--- src/rtl/register_bank_8x16_if.sv ---
// Register-bank access bus: write data, shared read/write index, per-register write
// enables, and the combinational read data coming back.
interface register_bank_8x16_if #(
    parameter int unsigned WIDTH  = 16,
    parameter int unsigned DEPTH  = 8,
    parameter int unsigned ADDR_W = 3
);
    logic [WIDTH-1:0]  in;
    logic [WIDTH-1:0]  out;
    logic [ADDR_W-1:0] reg_num;
    logic [DEPTH-1:0]  enable;

    modport master (
        output in,
        output reg_num,
        output enable,
        input  out
    );

    modport slave (
        input  in,
        input  reg_num,
        input  enable,
        output out
    );
endinterface

--- src/rtl/register_bank_8x16.sv ---
// Eight-entry general-purpose register file: synchronous enable-qualified writes and a
// combinational read of the register selected by reg_num.
module register_bank_8x16 #(
    parameter int unsigned WIDTH  = 16,
    parameter int unsigned DEPTH  = 8,
    parameter int unsigned ADDR_W = 3
) (
    input logic                 clk_i,
    input logic                 rst_ni,
    register_bank_8x16_if.slave bus
);

    logic [WIDTH-1:0] regs_q [DEPTH];
    logic [WIDTH-1:0] regs_d [DEPTH];

    // Only enable[reg_num] matters; an unknown index never matches, so nothing is written.
    always_comb begin
        for (int unsigned i = 0; i < DEPTH; i++) begin
            regs_d[i] = regs_q[i];
            if (bus.enable[i] && (bus.reg_num == ADDR_W'(i))) begin
                regs_d[i] = bus.in;
            end
        end
    end

    always_ff @(posedge clk_i) begin
        if (!rst_ni) begin
            for (int unsigned i = 0; i < DEPTH; i++) begin
                regs_q[i] <= '0;
            end
        end else begin
            for (int unsigned i = 0; i < DEPTH; i++) begin
                regs_q[i] <= regs_d[i];
            end
        end
    end

    assign bus.out = regs_q[bus.reg_num];

endmodule

--- src/flat_wrapper.sv ---
// flat-port wrapper written by rule: the top's interface ports become plain ports
module register_bank_8x16_flat 
#(
    parameter int unsigned WIDTH  = 16,
    parameter int unsigned DEPTH  = 8,
    parameter int unsigned ADDR_W = 3
)
  (clk_i, rst_ni, bus_in, bus_reg_num, bus_enable, bus_out);
  register_bank_8x16_if #(.WIDTH(WIDTH), .DEPTH(DEPTH), .ADDR_W(ADDR_W)) bus_i ();
  input logic clk_i;
  input logic rst_ni;
  input wire logic [$bits(bus_i.in)-1:0] bus_in;
  input wire logic [$bits(bus_i.reg_num)-1:0] bus_reg_num;
  input wire logic [$bits(bus_i.enable)-1:0] bus_enable;
  output wire logic [$bits(bus_i.out)-1:0] bus_out;
  assign bus_i.in = bus_in;
  assign bus_i.reg_num = bus_reg_num;
  assign bus_i.enable = bus_enable;
  assign bus_out = bus_i.out;
  register_bank_8x16 #(.WIDTH(WIDTH), .DEPTH(DEPTH), .ADDR_W(ADDR_W)) u_core (.clk_i(clk_i), .rst_ni(rst_ni), .bus(bus_i));
endmodule
--- config.mk ---
export PLATFORM = sky130hd
export DESIGN_NAME = register_bank_8x16_flat
export DESIGN_NICKNAME = d
export VERILOG_FILES = /design/src/rtl/register_bank_8x16_if.sv /design/src/rtl/register_bank_8x16.sv /design/src/flat_wrapper.sv
export SDC_FILE = /design/constraint.sdc
export NUM_CORES = 1
export LEC_CHECK = 0
export ABC_CLOCK_PERIOD_IN_PS = 2700
export CAP_MARGIN = 15
export CORE_MARGIN = 10
export CORE_UTILIZATION = 33
export CTS_BUF_LIST = sky130_fd_sc_hd__clkbuf_4
export DETAILED_ROUTE_END_ITERATION = 8
export GPL_ROUTABILITY_DRIVEN = 0
export HOLD_SLACK_MARGIN = 0.05
export PLACE_DENSITY = 0.58
export REMOVE_ABC_BUFFERS = 1
export SYNTH_ARGS = -nofsm -noshare
export SYNTH_HDL_FRONTEND = slang
export SYNTH_SLANG_ARGS = --single-unit
--- constraint.sdc ---
create_clock -name clk_i -period 2.7 [get_ports clk_i]
set_input_delay 0.675 -clock clk_i [delete_from_list [all_inputs] [get_ports clk_i]]
set_output_delay 0.675 -clock clk_i [all_outputs]
set_load 0.01 [all_outputs]
**Word level (Yosys, flattened, before mapping)**

Memory sizes are Yosys's and may differ from the RTL's.
Index checks and enable logic that the tools add are counted.
W data, S select, Z words.

- Equality and inequality tests: 15
- Muxes and demuxes: 18
- Bitwise gates (word level): 8
- Reduce and logical (&&, ||, !) cells: 17

Operators by type and width:

| operator | count |
|---|---|
| $mux W16 | 16 |
| $reduce_and A2 Y1 | 8 |
| $eq A3 B3 Y1 const B | 4 |
| $logic_and A1 B1 Y1 | 8 |
| $ne A1 B1 Y1 const B | 8 |
| $or A1 B1 Y1 | 8 |
| $eq A3 B2 Y1 const B | 2 |
| $eq A3 B1 Y1 const B | 1 |
| $logic_not A3 Y1 | 1 |
| $mux W1 | 2 |

- Register bits: 0
- RAM bits: 128
- Input port bits: 29
- Output and inout port bits: 16
- Word-level logic and storage cells: 59
- Memories kept: 1

Memory list:

| name | words | width | read ports | clocked after memory_dff | write ports | line | source |
|---|---|---|---|---|---|---|---|
| u_core.regs_q | 8 | 16 | 1 | 0 | 8 | register_bank_8x16.sv:13 | `logic [WIDTH-1:0] regs_q [DEPTH];` |

**Logic depth before layout (Yosys ltp)**

- Word-level depth: 5
- Gate-level depth with buffers: 6
- Depth with buffers taken out: 4

**Worst setup path before layout**

OpenSTA, ideal clock, no wires.

- Path type: input-to-reg
- From: input bus_reg_num[2]
- To: memory u_core.regs_q[6][0], enable pin
- Library setup time: 0.411 ns
- Arrival: 2.517 ns
- Required time: 2.289 ns
- Slack: -0.229 ns
- Cell stages on the path: 5
- Buffers on the path: 3
- Cells stage by stage: buf_2 > buf_2 > buf_1 > nand2_1 > o21ai_0

RTL lines:

| what | line | source |
|---|---|---|
| start: declaration | flat_wrapper.sv:13 | `input wire logic [$bits(bus_i.reg_num)-1:0] bus_reg_num;` |
| end: declaration | register_bank_8x16.sv:13 |  |

**Worst setup path in the final report**

- From: input bus_reg_num[0]
- To: output bus_out[3]

- Cells in the longest elaborated chain, start to end: 1

RTL lines:

| what | line | source |
|---|---|---|
| $mem_v2 Z8 W16 | - |  |
| end: declaration | flat_wrapper.sv:15 | `output wire logic [$bits(bus_i.out)-1:0] bus_out;` |

Every way passes these cells.

==> insert_results.sql <==
INSERT INTO impl_metrics (metric_group, metric, value, unit) VALUES
('synth', 'syn_avg_cell_area', '13.9', 'µm²'),
('floorplan', 'initial_utilization', '0.335', ''),
('layout', 'largestRegisters', 'u_core.regs_q (128)', ''),
('outcome', 'run_status', 'finished, final reports clean', ''),
('flow_run', 'drv.max_cap_violation_count', '0', ''),
('synth', 'postSynth.asyncResetShare', '0', ''),
('routing', 'firstDrtPassIters', '4', ''),
('layout', 'drive_above_1_share', '0.282', ''),
('synth', 'ys_seq_elements', '128', ''),
('synth', 'netlist-cell-type-count', '27', ''),
('floorplan', 'core_region_area', '16500', 'µm²'),
('layout', 'most_frequent_standard_cell_in_the_layout_excluding_fill_and_tap_cells', 'sky130_fd_sc_hd__edfxtp_1', ''),
('timing', 'achievable-frequency', '377', 'MHz'),
('global_route', 'grt_util_all_layers', '0.126', ''),
('cts', 'tritoncts', 'built', ''),
('layout', 'area_growth_syn_to_layout', '25.4', '%'),
('routing', 'detailedRoute.firstIterationViolations', '337', ''),
('hold_path', 'hold_path.startpoint', 'bus_reg_num[2]', ''),
('routing', 'sum_of_routed_wire_length_over_all_layers', '13.9', 'mm'),
('global_route', 'globalRouteOverflowTotal', '0', ''),
('cts', 'clkSinkCount', '128', ''),
('layout', 'final-seq-area', '3840', 'µm²'),
('layout', 'multi_input_gate_area', '1540', 'µm²'),
('synth', 'number_of_enable_flip_flop_cells_after_synthesis', '128', ''),
('timing', 'timing.max_slew.rel_slack', '0.788', ''),
('cts', 'cts.htree.levels', '4', ''),
('layout', 'diodes', '0', ''),
('layout', 'postLayoutCoreUtil', '0.420', ''),
('cts', 'ctsLongestPathBuffers', '2', ''),
('placed_design', 'hpwl', '9.04', 'mm'),
('floorplan', 'dieWidth', '150', 'µm'),
('global_route', 'grt_max_degree', '25', ''),
('timing', 'finalSetupViolCount', '0', ''),
('placed_design', 'numPortBuffers', '44', ''),
('cts', 'cts-hold-fix-buffers', '0', ''),
('layout', 'largest_register_ff_count', '128', ''),
('routing', 'remaining_drc_errors', '0', ''),
('timing', 'hold_violations', '0', ''),
('routing', 'routed_via_density', '4.94', ''),
('routing', 'drt.antenna.violating_nets', '0', ''),
('cts', 'path_clk_slew', '0.12', 'ns'),
('floorplan', 'die_area', '22400', 'µm²'),
('synth', 'primary_ff_master_synth', 'sky130_fd_sc_hd__edfxtp_1', ''),
('pwr', 'max-vdd-ir-drop', '0.252', 'mV'),
('floorplan', 'io_pins', '45', ''),
('setup_path', 'worstSetupStartpointType', 'input port', ''),
('routing', 'wl_per_cell', '19.3', 'µm'),
('timing', 'setup_repair_after_global_routing_missed_its_margin', 'true', ''),
('timing', 'finalCritPeriodShare', '0.984', ''),
('pwr', 'static-leakage-power', '2.55', 'nW'),
('timing', 'fin_tns_setup', '0', 'ns'),
('pwr', 'power_density', '609', 'nW/µm²'),
('cts', 'clockRootBuffer', 'sky130_fd_sc_hd__clkbuf_4', ''),
('layout', 'largest-register', 'u_core.regs_q', ''),
('synth', 'syn_area', '5540', 'µm²'),
('setup_path', 'critPathRequiredTime', '2.03', 'ns'),
('timing', 'hold_ws', '0.919', 'ns'),
('hold_path', 'min_path_cells', '4', ''),
('timing', 'report.final.slew_viol_count', '0', ''),
('layout', 'design.final.nets', '516', ''),
('layout', 'nFillCells', '1494', ''),
('layout', 'layout_common_cells', 'sky130_fd_sc_hd__edfxtp_1, sky130_fd_sc_hd__nor2_1, sky130_fd_sc_hd__buf_4', ''),
('routing', 'via_count', '3556', ''),
('global_route', 'first_global_vias', '3769', ''),
('hold_path', 'timing.hold.worst.class', 'in -> reg', ''),
('setup_path', 'critPathLaunch', 'bus_reg_num[0]', ''),
('synth', 'syn-instance-count', '397', ''),
('floorplan', 'fp.dieH', '150', 'µm'),
('global_route', 'grt_pass1_wl', '21.2', 'mm'),
('cts', 'numCtsBuffers', '17', ''),
('timing', 'fin_crit', '2.66', 'ns'),
('setup_path', 'path_max_fanout', '7', ''),
('global_route', 'grt_antenna_before_repair', '0', ''),
('setup_path', 'crit_arrival', '1.98', 'ns'),
('synth', 'ys_warn_count', '0', ''),
('timing', 'tightestPinTransition', '0.318', 'ns'),
('setup_path', 'crit_type', 'in -> out', ''),
('pwr', 'total_power', '4.23', 'mW'),
('synth', 'ys_seq_area_frac', '0.694', ''),
('floorplan', 'num_rows', '47', ''),
('timing', 'fin_ws', '0.0444', 'ns'),
('placed_design', 'detailedPlace.worstSlack', '-0.354', 'ns'),
('setup_path', 'critical_path.endpoint_type', 'output pin', '');
==> power by group <==
group	internal, mW	total [mW]	switching, mW
clock	0.663	1.34	0.672
sequential	2.33	2.37	0.0360
combinational	0.255	0.526	0.271
==> critical path: stages <==
cell,delay [ns]
sky130_fd_sc_hd__buf_8,0.12
sky130_fd_sc_hd__buf_12,0.13
sky130_fd_sc_hd__buf_4,0.11
sky130_fd_sc_hd__mux2_2,0.32
sky130_fd_sc_hd__o221ai_1,0.17
sky130_fd_sc_hd__o21a_1,0.16
sky130_fd_sc_hd__a21oi_1,0.04
sky130_fd_sc_hd__clkdlybuf4s15_1,0.25
==> per-layer routing <==
| layer | wire, µm | up-vias | global-route usage |
|---|---|---|---|
| li1 | - | 1651 | - |
| met1 | 5620 | 1790 | 0.146 |
| met2 | 7190 | 101 | 0.218 |
| met3 | 957 | 14 | 0.0344 |
| met4 | 167 | 0 | 0.0471 |
| met5 | 0 | - | 0 |
==> timing repair <==
item	in CTS	in global routing
resized for setup	54	18
setup endpoints to repair	16	11
pin swaps	0	2
buffers inserted	1	1
gates cloned	3	0
==> per-stage QoR <==
step	cell area, µm²	cells
floorplan	5390	371
global placement	6530	683
detailed placement	6530	683
CTS	6950	719
global route	6940	720
finish	6940	720
==> logic make-up (layout without fill, tap and decap cells) <==
logic type             after synthesis  count (layout)  synth area share
buffers and inverters               42             145            0.0371
multiplexers                        39              39             0.108
flip-flops                         128             128             0.694
AND/OR/NAND/NOR                    137             137            0.0994
AO/OA/AOI/OAI                       51              51            0.0610
==> synth_stat cells (all sizes together) (2+ instances only) <==
master,n,area (µm²)
buf,19,119
clkbuf,7,26.3
o221ai,8,70.1
nand3,3,15.0
inv,16,60.1
nand2,26,97.6
mux4,12,297
o21ai,4,20.0
o22ai,18,113
mux2,26,293
a21oi,10,50.1
nand2b,3,18.8
nor2b,2,12.5
nor2,98,368
nand3b,4,30.0
o21a,8,60.1
edfxtp,128,3840
==> path summary, 6_finish.rpt <==
check | endpoint | slack [ns]
worst min-delay path | u_core.regs_q[7][15] | 0.92
worst max-delay path | bus_out[3] | 0.04
==> area by class of cell <==
class                           instances  area share
Sequential cell                       128       0.554
Multi-Input combinational cell        227       0.222
Timing Repair Buffer                   97       0.134
Tap cell                              220      0.0396
Clock buffer                           20      0.0216
Clock inverter                         12      0.0205
Inverter                               16     0.00865
No activity file was read; power rests on OpenSTA's default activity.
==> patch: new RTL, config.mk and constraints unchanged <==
`WIDTH` is set to 16 in 3 places; all go to 32.
--- a/src/rtl/register_bank_8x16_if.sv
+++ b/src/rtl/register_bank_8x16_if.sv
@@ -2,5 +2,5 @@
 // enables, and the combinational read data coming back.
 interface register_bank_8x16_if #(
-    parameter int unsigned WIDTH  = 16,
+    parameter int unsigned WIDTH  = 32,
     parameter int unsigned DEPTH  = 8,
     parameter int unsigned ADDR_W = 3
--- a/src/rtl/register_bank_8x16.sv
+++ b/src/rtl/register_bank_8x16.sv
@@ -2,5 +2,5 @@
 // combinational read of the register selected by reg_num.
 module register_bank_8x16 #(
-    parameter int unsigned WIDTH  = 16,
+    parameter int unsigned WIDTH  = 32,
     parameter int unsigned DEPTH  = 8,
     parameter int unsigned ADDR_W = 3
--- a/src/flat_wrapper.sv
+++ b/src/flat_wrapper.sv
@@ -2,5 +2,5 @@
 module register_bank_8x16_flat 
 #(
-    parameter int unsigned WIDTH  = 16,
+    parameter int unsigned WIDTH  = 32,
     parameter int unsigned DEPTH  = 8,
     parameter int unsigned ADDR_W = 3
Ports: changed (resized bus_in and bus_out); port bits go from 45 to 77. No check against the original RTL was run, so the function may have changed too.
==> patch against the unedited design <==
  * Synthesized area up 98%
  * Critical path depth down 1
  * Hold slack worse by 0.27 ns
  * First-iteration DRC count up 54%
  * Count of clock-buffer cells in the layout up 72
  * Worst setup slack worse by 0.0095 ns
  * Die area up 83%
  * Clock power rose to 2.6 times the old value
  * Wire length up 110%
  * Power up 120%
  * Sequential share of layout area down 0.17 points
  * Cell area up 100%
  * Sequential cell count up 128
  * Largest power group unchanged
==> patch: results (changes against the unedited design) <==
grt:
  grt_pass1_vias: 7755  # was 3769
  grt_usage_pct: 14.3  # was 12.6%
  grt_first_pass_wirelength_um: 45000  # was 21200 um
  grt_use_met3_pct: 3.21  # was 3.44%
cts:
  cts_max_level: 3  # was 4
  cts-resized-gates: 100  # was 54
power:
  ir_worst_vdd_v: 0.000324  # was 0.000252 V
  power.leakage_nw: 5.14  # was 2.55 nW
  p_comb_w: 0.00104  # was 0.000526 W
  intPower_w: 0.00700  # was 0.00325 W
  combPwrFrac_pct: 11.3  # was 12.4%
hold_path:
  worstHoldEndpoint: "u_core.regs_q[1][31]$_SDFFCE_PN0P_"  # was u_core.regs_q[7][15]$_DFFE_PP_
  holdCritStartpoint: "rst_ni"  # was bus_reg_num[2]
final_layout:
  largest_registers: "u_core.regs_q (256)"  # was u_core.regs_q (128)
  nFillCells: 3073  # was 1494
  final_layout_size_suffix_gt1_share_pct: 29.1  # was 28.2%
setup_path:
  slowest_delay_ns: 0.29  # was 0.32 ns
  slowest_stage: "clkdlybuf4s15_1"  # was mux2_2
  worstPathMaxFanout: 17  # was 7
place:
  port-buffer-count: 76  # was 44
  dpl.cell_count: 1357  # was 683
synthesis:
  muxShareOfSynthArea_pct: 6.75  # was 10.8%
  yosysUniqueCellTypes: 32  # was 27
  synth_top_area_share_pct: 70.2  # was 69.4%
routing:
  met1_length_um: 12700  # was 5620 um
  vias: 7315  # was 3556
  drt-total-wl_um: 29600  # was 13900 um
  firstDrtPassIters: 5  # was 4
  met2_length_um: 14700  # was 7190 um
  drt-initial-drc-count: 518  # was 337
status:
  run_status: "finished clean"  # unchanged
==> patch: worst max path at each step <==
| stage | slack (ns) | end |
|---|---|---|
| floorplan | -1.36 | u_core.regs_q[6][0]$_DFFE_PP_ |
| global placement | -0.47 | bus_out[29] |
| detailed placement | -0.47 | bus_out[29] |
| CTS | -0.02 | bus_out[20] |
| global route | -0.01 | bus_out[7] |
| finish | 0.03 | bus_out[13] |
==> patch: per-stage QoR <==
stage	setup WS, ns	hold WS, ns	utilization, %
3_3_place_gp	-0.466	1.33	39.4
6_report	0.0349	0.645	42.7
4_1_cts	-0.0213	0.598	42.6
5_1_grt	-0.0124	0.611	42.7
3_5_place_dp	-0.465	1.34	39.4
2_1_floorplan	-1.36	0.968	-
==> patch: final cells by class <==
type	instances	share of cell area [%]
Clock buffer	92	4.96
Timing Repair Buffer	176	12.4
Tap cell	442	3.97
Sequential cell	256	55.2
Inverter	35	0.961
Clock inverter	21	1.23
Multi-Input combinational cell	455	21.3
